**src/rtl/i2c_slave_pkg.sv**
```systemverilog
// Shared types and helpers for the I2C slave register-file back end.
package i2c_slave_pkg;

  typedef enum logic {
    S_PTR  = 1'b0,
    S_DATA = 1'b1
  } state_t;

  localparam logic [6:0] DEF_SLAVE_ADDR = 7'h27;

  function automatic int clog2(input int value);
    int r;
    r = 0;
    while ((1 << r) < value) r++;
    return r;
  endfunction

endpackage

```
**src/rtl/i2c_event_edge.sv**
```systemverilog
// Rising-edge detector against a registered history bit; a held-high level yields one event.
module i2c_event_edge (
  input  logic clk,
  input  logic reset,
  input  logic in,
  output logic rise
);

  logic hist_p0;

  always_ff @(posedge clk or posedge reset) begin
    if (reset) hist_p0 <= 1'b0;
    else       hist_p0 <= in;
  end

  assign rise = in & ~hist_p0;

endmodule

```
**src/rtl/i2c_slave_regfile.sv**
```systemverilog
// Register file behind the I2C slave: pointer byte, auto-increment writes, reads from the pointer,
// plus a parallel application port onto the same registers.
module i2c_slave_regfile
  import i2c_slave_pkg::*;
#(
  parameter logic [6:0] SLAVE_ADDR   = DEF_SLAVE_ADDR,
  parameter int         NREGS        = 16,
  parameter int         IDLE_TIMEOUT = 1000,
  localparam int        IDXW         = clog2(NREGS)
) (
  input  logic            clk,
  input  logic            reset,
  output logic [6:0]      address,
  input  logic [7:0]      datareceive,
  input  logic            received,
  output logic [7:0]      datasend,
  input  logic            sended,
  input  logic [IDXW-1:0] app_addr,
  input  logic [7:0]      app_wdata,
  input  logic            app_we,
  output logic [7:0]      app_rdata,
  output logic            wr_strobe,
  output logic [IDXW-1:0] wr_index
);

  localparam int              CNTW     = clog2(IDLE_TIMEOUT + 1);
  localparam logic [CNTW-1:0] IDLE_MAX = CNTW'(IDLE_TIMEOUT);

  logic            rx_ev, tx_ev;
  state_t          state, state_nxt;
  logic [IDXW-1:0] ptr, ptr_nxt;
  logic [CNTW-1:0] idle_cnt;
  logic            i2c_we;
  logic [7:0]      regs [NREGS];

  assign address = SLAVE_ADDR;

  i2c_event_edge u_rx_edge (.clk(clk), .reset(reset), .in(received), .rise(rx_ev));
  i2c_event_edge u_tx_edge (.clk(clk), .reset(reset), .in(sended),   .rise(tx_ev));

  // rx wins over a coincident tx so the pointer advances only once
  always_comb begin
    state_nxt = state;
    ptr_nxt   = ptr;
    i2c_we    = 1'b0;
    if (idle_cnt == IDLE_MAX) state_nxt = S_PTR;
    if (rx_ev) begin
      if (state == S_PTR) begin
        ptr_nxt   = datareceive[IDXW-1:0];
        state_nxt = S_DATA;
      end else begin
        i2c_we  = 1'b1;
        ptr_nxt = ptr + 1'b1;
      end
    end else if (tx_ev) begin
      ptr_nxt = ptr + 1'b1;
    end
  end

  always_ff @(posedge clk or posedge reset) begin
    if (reset) begin
      state    <= S_PTR;
      ptr      <= '0;
      idle_cnt <= '0;
    end else begin
      state <= state_nxt;
      ptr   <= ptr_nxt;
      if (rx_ev || tx_ev)         idle_cnt <= '0;
      else if (idle_cnt != IDLE_MAX) idle_cnt <= idle_cnt + 1'b1;
    end
  end

  // I2C write takes priority when both ports hit the same register
  always_ff @(posedge clk or posedge reset) begin
    if (reset) begin
      for (int i = 0; i < NREGS; i++) regs[i] <= '0;
    end else begin
      for (int i = 0; i < NREGS; i++) begin
        if (i2c_we && ptr == IDXW'(i))          regs[i] <= datareceive;
        else if (app_we && app_addr == IDXW'(i)) regs[i] <= app_wdata;
      end
    end
  end

  always_ff @(posedge clk or posedge reset) begin
    if (reset) begin
      datasend  <= '0;
      app_rdata <= '0;
      wr_strobe <= 1'b0;
      wr_index  <= '0;
    end else begin
      datasend  <= regs[ptr];
      app_rdata <= regs[app_addr];
      wr_strobe <= i2c_we;
      if (i2c_we) wr_index <= ptr;
    end
  end

endmodule

```
**config.mk**
```make
export PLATFORM = sky130hd
export DESIGN_NAME = i2c_slave_regfile
export DESIGN_NICKNAME = d
export VERILOG_FILES = /design/src/rtl/i2c_slave_pkg.sv /design/src/rtl/i2c_event_edge.sv /design/src/rtl/i2c_slave_regfile.sv
export SDC_FILE = /design/constraint.sdc
export NUM_CORES = 1
export LEC_CHECK = 0
export CAP_MARGIN = 20
export CORE_MARGIN = 4
export CORE_UTILIZATION = 50
export CTS_BUF_LIST = sky130_fd_sc_hd__clkbuf_8 sky130_fd_sc_hd__clkbuf_16
export CTS_CLUSTER_DIAMETER = 50
export CTS_CLUSTER_SIZE = 10
export DETAILED_ROUTE_END_ITERATION = 10
export GPL_TIMING_DRIVEN = 0
export MAX_ROUTING_LAYER = met4
export PLACE_DENSITY = 0.67
export SLEW_MARGIN = 20
export SYNTH_ARGS = -nofsm -noshare
export SYNTH_HDL_FRONTEND = slang
export SYNTH_SLANG_ARGS = --single-unit
```
**constraint.sdc**
```tcl
create_clock -name clk -period 8.6 [get_ports clk]
set_input_delay 2.15 -clock clk [delete_from_list [all_inputs] [get_ports clk]]
set_output_delay 2.15 -clock clk [all_outputs]
set_load 0.005 [all_outputs]
```
==> metrics.csv <==
stage,metric,value,unit
clocking,number of gates resized after CTS,0,
timing,worst slew pin tran,863.8,ps
grt,initial antenna violation count,0,
clocking,clock buffers created by TritonCTS,17,
detailed_routing,residual DRC count,0,
detailed_routing,total wire length,27.89,mm
logic_synthesis,netlist area before placement,9479,um^2
worst_setup_path,worst-path fanout max,10,
detailed_routing,vias per std cell,6.208,
cells_and_area,count of nets after finishing,962,
grt,all-layer global routing usage,27.53,%
placed_design,count of input and output buffers,36,
logic_synthesis,YS warnings,0,
timing,max-slew violations,0,
floorplan,die footprint,21230,um^2
timing,Max Clock Skew,10.36,ps
cells_and_area,FF/Latch Area,4154,um^2
pwr,Net Sw Frac,34.55,%
worst_setup_path,worst path arrival time,4250,ps
pwr,Net Switching,0.001243,W
worst_hold_path,worst hold path endpoint,wr_index[0],
logic_synthesis,Post-Syn Instances,870,
grt,first-pass GRT wire length,43.60,mm
clocking,largest buffer count on any clock path,2,
clocking,clock transition at the register clock pins on the worst setup and hold paths after CTS,70,ps
pwr,worst voltage drop across the vdd grid,0.1725,mV
worst_setup_path,Bufs and invs on worst path,3,
floorplan,Core Area,18710,um^2
worst_hold_path,worst min-delay path class,flop to flop,
clocking,number of buffers added to fix hold violations after cts,0,
timing,worst hold margin,512.4,ps
detailed_routing,number of vias in the routed layout,7313,
placed_design,RePlAce Congestion,0.9116,
pwr,Clock power frac,23.4,%
worst_hold_path,instance count along the most critical hold path,1,
worst_setup_path,library cell contributing the largest single delay on the critical path,sky130_fd_sc_hd__clkdlybuf4s50_1,
worst_hold_path,worst hold start,wr_index[0],
cells_and_area,final core utilization,57.89,%
cells_and_area,diodes inserted,0,
worst_setup_path,reg2reg end,regs[122],
logic_synthesis,register area share after synthesis,43.82,%
clocking,buffers inserted by post-CTS timing repair,0,
grt,number of global-route vias before repair,7209,
grt,pin count of the biggest net entering global routing,94,
worst_setup_path,sequence of cells on the critical path,clkdlybuf4s50_1 -> buf_4 -> buf_2 -> mux4_2 -> a22oi_1 -> nand2_1,
worst_setup_path,element type at the critical path end,flop,
run,number of max-cap violations,0,
detailed_routing,first-pass iteration count of the detailed router,5,
pwr,Pint,0.002354,W
timing,worst-case headroom to the max-slew limit,42.41,%
clocking,clock insertion delay at the later pin of the skew report,430,ps
pwr,Cell Pwr Density,332.2,nW/um^2
timing,maximum achievable frequency,251.9,MHz
detailed_routing,WL/cell,23.67,um
floorplan,Chip Height,145.7,um
cells_and_area,area taken by multi-input logic gates,4942,um^2
timing,setup violators final,0,
floorplan,Die X-Extent,145.7,um
clocking,CTS HTree Levels,4,
timing,final hold violation count,0,
worst_setup_path,flop2flop setup slack,5530,ps
logic_synthesis,cell taking the most area after synthesis,sky130_fd_sc_hd__dfrtp_1,
detailed_routing,count of antenna-violating nets left after detailed routing,0,
clocking,Num Clock Sinks,166,
placed_design,HPWL reported at the end of detailed placement,20.30,mm
worst_setup_path,launch point of the worst reg-to-reg path,ptr[1],
clocking,CTS Root Cell,sky130_fd_sc_hd__clkbuf_16,
logic_synthesis,proportion of netlist area held by the largest area contributor,43.82,%
worst_setup_path,length in cells of the worst reg-to-reg path,8,
logic_synthesis,proportion of synthesized flip-flops having asynchronous set or reset,100.0,%
timing,RSZ-0062 raised after global routing,no,
grt,gr ovfl total,0,
logic_synthesis,most used flip-flop cell after synthesis,sky130_fd_sc_hd__dfrtp_1,
logic_synthesis,synthesized area divided by synthesized cell count,10.90,um^2
cells_and_area,"non-filler cells, final",1178,
cells_and_area,share of post-route cells with drive strength above 1,16.21,%
pwr,Sequential Power Share,39.4,%
floorplan,total I/O pin count,53,
timing,final critical-path share of the clock period,46.15,%
placed_design,cell count after placement,1146,
cells_and_area,Layout Area Growth over Synthesis,14.23,%
pwr,static leakage,4.611,nW
detailed_routing,Starting DRT DRC Count,987,
worst_setup_path,Critical Path Source Type,input port,
worst_setup_path,Top Family by Delay on Critical Path,buffers and inverters,
logic_synthesis,cell types with the largest area share after synthesis,"sky130_fd_sc_hd__dfrtp_1, sky130_fd_sc_hd__mux4_2, sky130_fd_sc_hd__mux2i_1",
run_status,result of the run,"complete, no violations",
timing,Final Critical Period,3969,ps
logic_synthesis,Netlist cell types,42,
worst_setup_path,type of the setup path with the least slack,input port to flop,
logic_synthesis,Post-synth EDFFs,0,
floorplan,std cell rows,50,
worst_setup_path,crit-path max cell delay,590,ps
clocking,TritonCTS clock tree,done,
logic_synthesis,list of most frequent post-synthesis cells,"sky130_fd_sc_hd__dfrtp_1, sky130_fd_sc_hd__nor2_1, sky130_fd_sc_hd__a21oi_1",
pwr,Logic pwr share,37.1,%
logic_synthesis,cell with the most instances after synthesis,sky130_fd_sc_hd__dfrtp_1,
cells_and_area,Filler Cell Count,1589,
floorplan,starting density of the core,50.68,%
worst_setup_path,Worst Path Required,8880,ps
logic_synthesis,number of synthesized register bits,166,
-- routing by layer --
layer  share of wire (%)  GRT usage (%)  routed length (um)
met1                  44          39.02               12170
met2                  48          41.47               13260
met3                 6.3          3.706                1770
met4                 2.5          9.164                 686
met5                   0              -                   0
-- power by group through the flow --
| stage | clock [W] | sequential [W] | combinational [W] |
|---|---|---|---|
| after CTS | 0.000844 | 0.00141 | 0.00133 |
| after detailed placement | 0 | 0.00142 | 0.00132 |
| final | 0.000843 | 0.00142 | 0.00134 |
| after floorplan | 0 | 0.00134 | 0.000934 |
| after global routing | 0.000878 | 0.00146 | 0.00142 |
| after global placement | 0 | 0.00140 | 0.00129 |
-- worst reg2reg max path, cell delays in order, from the launching register on --
cell and delay (ps):
sky130_fd_sc_hd__dfrtp_1 370, sky130_fd_sc_hd__buf_2 290, sky130_fd_sc_hd__buf_1 620, sky130_fd_sc_hd__inv_1 200, sky130_fd_sc_hd__ha_1 230, sky130_fd_sc_hd__and4b_1 270, sky130_fd_sc_hd__nand2_1 310, sky130_fd_sc_hd__clkbuf_1 500
sky130_fd_sc_hd__a21oi_1 140
-- area by class of cell --
type / count / area share [%]
timing repair buffer: 37 / 3.582
tap: 234 / 2.704
multi-input combinational: 623 / 45.64
clock inverter: 15 / 1.999
buffer: 81 / 3.536
sequential: 166 / 38.36
clock buffer: 17 / 3.929
inverter: 5 / 0.2427
-- cell usage in the layout, fill, tap and decap left out, types with 2 or more instances in the layout --
master and n:
sky130_fd_sc_hd__or3_1 4, sky130_fd_sc_hd__clkdlybuf4s50_1 36, sky130_fd_sc_hd__nand2b_1 5, sky130_fd_sc_hd__inv_6 3, sky130_fd_sc_hd__nand3b_1 4, sky130_fd_sc_hd__clkinv_4 2, sky130_fd_sc_hd__nor2_2 7, sky130_fd_sc_hd__inv_8 3
sky130_fd_sc_hd__buf_2 27, sky130_fd_sc_hd__nand2_1 31, sky130_fd_sc_hd__a22oi_1 32, sky130_fd_sc_hd__mux4_2 64, sky130_fd_sc_hd__a21oi_1 134, sky130_fd_sc_hd__xor2_1 3, sky130_fd_sc_hd__ha_1 6, sky130_fd_sc_hd__nor2_4 2
sky130_fd_sc_hd__and2_1 2, sky130_fd_sc_hd__conb_1 7, sky130_fd_sc_hd__and3_1 4, sky130_fd_sc_hd__inv_1 4, sky130_fd_sc_hd__o21ai_0 3, sky130_fd_sc_hd__nand3_1 19, sky130_fd_sc_hd__nor2b_1 4, sky130_fd_sc_hd__clkinvlp_4 4
sky130_fd_sc_hd__buf_4 10, sky130_fd_sc_hd__mux2_2 4, sky130_fd_sc_hd__clkbuf_16 17, sky130_fd_sc_hd__xnor2_1 5, sky130_fd_sc_hd__mux2i_1 129, sky130_fd_sc_hd__clkbuf_1 33, sky130_fd_sc_hd__bufinv_16 4, sky130_fd_sc_hd__nor2_1 140
sky130_fd_sc_hd__buf_1 10, sky130_fd_sc_hd__dfrtp_1 166
-- metrics by stage --
step / cell area [um^2] / setup TNS, ps / total power (W) / setup slack [ps]
6_report: 10830 / 0 / 0.003597 / 4631
5_1_grt: 10830 / 0 / 0.003761 / 4580
4_1_cts: 10830 / 0 / 0.003577 / 4649
3_5_place_dp: 10190 / 0 / 0.002737 / 4223
3_3_place_gp: 10150 / -86790 / 0.002690 / -535.4
2_1_floorplan: 9498 / 0 / 0.002271 / 1960
-- sequential cells by signal (all words and copies together) (netlist names) --
register / flops
regs: 128
idle_cnt: 10
app_rdata: 8
datasend: 8
ptr: 4
wr_index: 4
state: 1
u_rx_edge.hist_p0: 1
u_tx_edge.hist_p0: 1
wr_strobe: 1
-- cell families (layout without fill, tap and decap cells) --
kind of cell | after synthesis | after routing | synth area share, %
fa+ha+maj | 6 | 6 | 0.7920
buf+inv | 86 | 155 | 4.237
compound gates | 172 | 172 | 9.992
simple gates | 233 | 233 | 11.03
other cells | 2 | 7 | 0.07923
xor+xnor | 8 | 8 | 0.7392
flops | 166 | 166 | 43.82
mux | 197 | 197 | 29.30
-- worst max path at each step --
| stage | startpoint | endpoint | slack, ps | cells after the start |
|---|---|---|---|---|
| 6_report | app_addr[1] | app_rdata[4] | 4630 | 6 |
| 5_1_grt | received | regs[96] | 4580 | 8 |
| 4_1_cts | app_addr[1] | app_rdata[4] | 4650 | 6 |
| 3_5_place_dp | app_addr[1] | app_rdata[4] | 4220 | 6 |
| 3_3_place_gp | reset | regs[40] | -540 | 2 |
| 2_1_floorplan | reset | app_rdata[0] | 1960 | 1 |
No activity file was read; power rests on OpenSTA's default activity.
